### src/rtl/counter_btn_conditioner.sv
// Push-button conditioner: per-channel 2-flop synchroniser, debounce filter,
// and press/auto-repeat FSM producing registered single-cycle step pulses.
module counter_btn_conditioner #(
   parameter int unsigned NUM_CH        = 2,
   parameter int unsigned DEB_CYCLES    = 8,
   parameter int unsigned REPEAT_DELAY  = 32,
   parameter int unsigned REPEAT_PERIOD = 8
) (
   input  logic              clk,
   input  logic              rst_n,
   input  logic              ena,
   input  logic [NUM_CH-1:0] btn_in,
   output logic [NUM_CH-1:0] level_out,
   output logic [NUM_CH-1:0] pulse_out,
   output logic [NUM_CH-1:0] held_out
);

   localparam int unsigned DebW   = $clog2(DEB_CYCLES + 1);
   localparam int unsigned RepMax = (REPEAT_DELAY > REPEAT_PERIOD) ? REPEAT_DELAY : REPEAT_PERIOD;
   localparam int unsigned RepW   = $clog2(RepMax + 1);

   // Counter values on the edge before a threshold is reached.
   localparam logic [DebW-1:0] DebLast    = DebW'(DEB_CYCLES - 1);
   localparam int unsigned     DelayLastI = (REPEAT_DELAY == 0) ? 0 : REPEAT_DELAY - 1;
   localparam logic [RepW-1:0] DelayLast  = RepW'(DelayLastI);
   localparam logic [RepW-1:0] PeriodLast = RepW'(REPEAT_PERIOD - 1);
   localparam logic            RepeatEn   = (REPEAT_DELAY != 0);

   typedef enum logic [1:0] {
      StIdle,
      StPressed,
      StRepeating
   } state_e;

   for (genvar c = 0; c < NUM_CH; c++) begin : g_ch
      logic            sync1_q, sync2_q;
      logic            stable_q, stable_d;
      logic [DebW-1:0] deb_cnt_q, deb_cnt_d;
      logic [RepW-1:0] rep_cnt_q, rep_cnt_d, rep_inc;
      state_e          state_q, state_d;
      logic            pulse_q, pulse_d;
      logic            held_q, held_d;
      logic            rise, fall;

      // Two-flop synchroniser, free-running regardless of ena.
      always_ff @(posedge clk or negedge rst_n) begin
         if (!rst_n) begin
            sync1_q <= 1'b0;
            sync2_q <= 1'b0;
         end else begin
            sync1_q <= btn_in[c];
            sync2_q <= sync1_q;
         end
      end

      // Debounce: stable flips after DEB_CYCLES consecutive differing samples.
      always_comb begin
         stable_d  = stable_q;
         deb_cnt_d = '0;
         if (ena && (sync2_q != stable_q)) begin
            if (deb_cnt_q == DebLast) begin
               stable_d = sync2_q;
            end else begin
               deb_cnt_d = deb_cnt_q + DebW'(1);
            end
         end
      end

      // Edges of the next stable value, so pulses line up with level_out.
      assign rise    = stable_d & ~stable_q;
      assign fall    = ~stable_d & stable_q;
      assign rep_inc = (rep_cnt_q == {RepW{1'b1}}) ? rep_cnt_q : rep_cnt_q + RepW'(1);

      // Press / auto-repeat FSM next-state and registered-output logic.
      always_comb begin
         state_d   = state_q;
         rep_cnt_d = rep_cnt_q;
         pulse_d   = 1'b0;
         if (!ena) begin
            state_d   = StIdle;
            rep_cnt_d = '0;
         end else if (fall) begin
            // Release wins over a repeat due on the same edge.
            state_d   = StIdle;
            rep_cnt_d = '0;
         end else begin
            unique case (state_q)
               StIdle: begin
                  rep_cnt_d = '0;
                  if (rise) begin
                     pulse_d = 1'b1;
                     state_d = StPressed;
                  end
               end
               StPressed: begin
                  rep_cnt_d = rep_inc;
                  if (RepeatEn && (rep_cnt_q == DelayLast)) begin
                     pulse_d   = 1'b1;
                     rep_cnt_d = '0;
                     state_d   = StRepeating;
                  end
               end
               StRepeating: begin
                  rep_cnt_d = rep_inc;
                  if (rep_cnt_q == PeriodLast) begin
                     pulse_d   = 1'b1;
                     rep_cnt_d = '0;
                  end
               end
               default: begin
                  state_d   = StIdle;
                  rep_cnt_d = '0;
               end
            endcase
         end
         held_d = (state_d == StRepeating);
      end

      // Debounce, repeat counter, FSM and output registers.
      always_ff @(posedge clk or negedge rst_n) begin
         if (!rst_n) begin
            stable_q  <= 1'b0;
            deb_cnt_q <= '0;
            rep_cnt_q <= '0;
            state_q   <= StIdle;
            pulse_q   <= 1'b0;
            held_q    <= 1'b0;
         end else begin
            stable_q  <= stable_d;
            deb_cnt_q <= deb_cnt_d;
            rep_cnt_q <= rep_cnt_d;
            state_q   <= state_d;
            pulse_q   <= pulse_d;
            held_q    <= held_d;
         end
      end

      assign level_out[c] = stable_q;
      assign pulse_out[c] = pulse_q;
      assign held_out[c]  = held_q;
   end

endmodule

### config.mk
export PLATFORM = sky130hd
export DESIGN_NAME = counter_btn_conditioner
export DESIGN_NICKNAME = d
export VERILOG_FILES = /design/src/rtl/counter_btn_conditioner.sv
export SDC_FILE = /design/constraint.sdc
export NUM_CORES = 1
export LEC_CHECK = 0
export CAP_MARGIN = 20
export CORE_MARGIN = 3
export CORE_UTILIZATION = 58
export CTS_CLUSTER_SIZE = 14
export DETAILED_ROUTE_END_ITERATION = 8
export PLACE_DENSITY = 0.84
export SYNTH_ARGS = -nofsm -noshare
export SYNTH_HDL_FRONTEND = slang
export SYNTH_SLANG_ARGS = --single-unit
### constraint.sdc
create_clock -name clk -period 2.6 [get_ports clk]
set_input_delay 0.39 -clock clk [delete_from_list [all_inputs] [get_ports clk]]
set_output_delay 0.39 -clock clk [all_outputs]
set_load 0.02 [all_outputs]
==> results.cfg <==
[timing]
clock_skew_ns = 0.00978
timing.setup.tns_ns = 0
fin_ws_ns = 0.851
slew_violations = 0
slew_headroom_pct = 71.3
layout_min_cycle_time_ns = 1.75
grt_setup_unrepaired = no
final-setup-viol-count = 0
fin_crit_sh_pct = 67.3
hold_viol_final = 0
worst_slew_pin_slew_ns = 0.427
fmax_mhz = 572

[layout]
syn_to_final_growth_pct = 8.64
layout.nets = 203
drive_gt1_share_pct = 8.02
nFillCells = 198
n_antenna_cell = 0

[logic_synthesis]
syn_area_sq_mm = 0.00178
avgSynthCellArea_sq_um = 10.0
syn-num-nets = 195
async_flop_share_pct = 100
seq_area_frac_synth_pct = 47.8
synth_ff_type = dfrtp_1
ys_seq_elements = 34
synth-edff-count = 0
ys.warnings.count = 0
synth_cells = 178
ys_types = 41

[power]
p_per_area_mw_per_mm2 = 476
ir_drop_uv = 362
leakage_uw = 0.000837

[critical_path]
cp-start-kind = flip-flop
crit_arrival_ns = 1.36
critical_path_class = flip-flop to output pin
crit_chain = clkdlybuf4s50_1
worst_path_max_delay_cell = clkdlybuf4s50_1
path_max_fanout = 4
cpPeakStageDelay_ns = 0.63
critPathBufInv = 1
path_delay_family = buffers and inverters
required_ns = 2.21
crit_path_end_kind = output pin
rrSetupSlack_ns = 0.93

[clock_network]
cts_buffers = 5
cts_root_buffer = clkbuf_4
cts_tree = built
htreeDepth = 2
clk_latency_ns = 0.33
clk_pin_slew_worst_paths_ns = 0.10
cts_sinks = 34
cts_setup_buffers = 0
cts-resized-gates = 0
clockBufferDepth = 2
holdBufCountCts = 0

[placement]
routabilityCongestion = 0.905
post-place-ws_ns = 0.617
place_hpwl_um = 2330
io_buffers = 10

[routing]
drt_wl_total_um = 3070
wl_per_cell_um = 14.1
dr.first_iter.drc_count = 124
drtAntennaViolNets = 0
vias_per_cell = 5.97
vias = 1301
first_pass_iters = 4
drc_errors = 0

[die]
rows = 19
dieWidth_um = 61.4
die_y_um = 61.4
io_pins = 11
die_area_sq_mm = 0.00377
start_util_pct = 62.5
core-area_sq_mm = 0.00285

[run]
drv_cap = 0

[global_route]
grt_max_degree = 35
track_usage_pct = 19.8
grt_pass1_vias = 1252
grt-ovfl-total = 0
grt_pass1_wl_um = 5390
antenna_found_initial = 0

[hold_path]
hold_path.class = flip-flop to flip-flop

[run_status]
status = finished, final reports clean
==> registers in the layout, indices dropped and copies added, names as in the netlist <==
name	cells
g_ch.held_q	2
g_ch.sync1_q	2
g_ch.pulse_q	2
g_ch.state_q	4
g_ch.rep_cnt_q	12
g_ch.stable_q	2
g_ch.sync2_q	2
g_ch.deb_cnt_q	8
==> where the power goes <==
| group | switching (uW) | internal [uW] | total [uW] |
|---|---|---|---|
| registers | 3.99 | 534 | 538 |
| logic | 19.8 | 10.9 | 30.6 |
| clock network | 168 | 185 | 352 |
| total | 191 | 730 | 921 |
==> stage by stage <==
step | hold slack (ns) | instances | area (sq um) | total power, uW | utilization (%)
2_1_floorplan | 0.0944 | 178 | 1780 | 559 | -
3_3_place_gp | 0.334 | 210 | 1860 | 579 | 65.1
3_5_place_dp | 0.340 | 210 | 1860 | 581 | 65.1
4_1_cts | 0.361 | 218 | 1940 | 932 | 67.9
5_1_grt | 0.366 | 218 | 1940 | 959 | 67.9
6_report | 0.358 | 218 | 1940 | 921 | 67.9
==> cell families (layout without fill, tap and decap cells) <==
group | after synthesis | count (layout) | synth area share, %
buffers and inverters | 18 | 27 | 5.69
DFF | 34 | 34 | 47.8
AOI/OAI and AO/OA | 30 | 30 | 12.1
muxes | 4 | 4 | 2.39
adders and majority gates | 12 | 12 | 8.43
and+or+nand+nor | 74 | 74 | 20.6
xor gates and xnor gates | 6 | 6 | 2.95
==> placed cells by master (no fill, tap or decap), types with 2 or more instances in the layout <==
cell type        Yosys  routed
nor3b_1              2       2
clkbuf_4             0       5
inv_1                8       8
xor2_1               2       2
o21ai_0              5       5
nand2b_1             2       2
nand3_1             10      10
nor4_1               2       2
ha_1                12      12
dfrtp_1             34      34
nor2_1              24      24
mux2_2               2       2
a211oi_1             2       2
nor2b_1              7       7
mux2i_1              2       2
a21oi_1              6       6
clkdlybuf4s50_1      0      10
clkbuf_8             0       3
nand3b_1             3       3
xnor2_1              4       4
nand2_1             12      12
a211oi_2             2       2
nor3_1               7       7
a31oi_1              3       3
==> cells in the mapped netlist (2+ instances only) <==
cell      number  area (sq um)
buf_2          3          15.0
inv_1          8          30.0
o21ai_0        5          25.0
nor3_1         7          35.0
nand3b_1       3          22.5
nor2_1        24          90.1
nand2_1       12          45.0
nand2b_1       2          12.5
xnor2_1        4          35.0
mux2i_1        2          20.0
a211oi_1       2          15.0
a21oi_1        6          30.0
nand3_1       10          50.1
nor4_1         2          12.5
a31oi_1        3          18.8
dfrtp_1       34           851
nor2b_1        7          43.8
ha_1          12           150
xor2_1         2          17.5
a211oi_2       2          25.0
mux2_2         2          22.5
buf_4          6          45.0
nor3b_1        2          15.0
==> path summary, 6_finish.rpt <==
check                                startpoint                   end  depth (start not counted)
max                            g_ch[1].stable_q          level_out[1]                          1
min                             g_ch[0].sync1_q       g_ch[0].sync2_q                          0
max reg2reg                g_ch[0].rep_cnt_q[0]  g_ch[0].rep_cnt_q[5]                          5
min reg2reg                     g_ch[0].sync1_q       g_ch[0].sync2_q                          0
max in group asynchronous                 rst_n  g_ch[0].deb_cnt_q[3]                          2
min in group asynchronous                 rst_n    g_ch[0].state_q[1]                          2
==> layout make-up <==
cell class	count	area, sq um	area share, %
clock buffer	8	78.8	4.07
sequential	34	851	44.0
timing repair buffer	11	108	5.56
multi-input combinational	126	830	42.9
tap	31	38.8	2.00
inverter	8	30.0	1.55
==> layer usage <==
layer	up-vias	GRT usage, %	routed length [um]
met5	-	0	0
met4	0	9.39	60
met3	7	5.87	131
met2	43	34.1	1590
met1	614	22.3	1290
li1	637	-	-
Note: power is estimated with default switching activity, not from simulation.
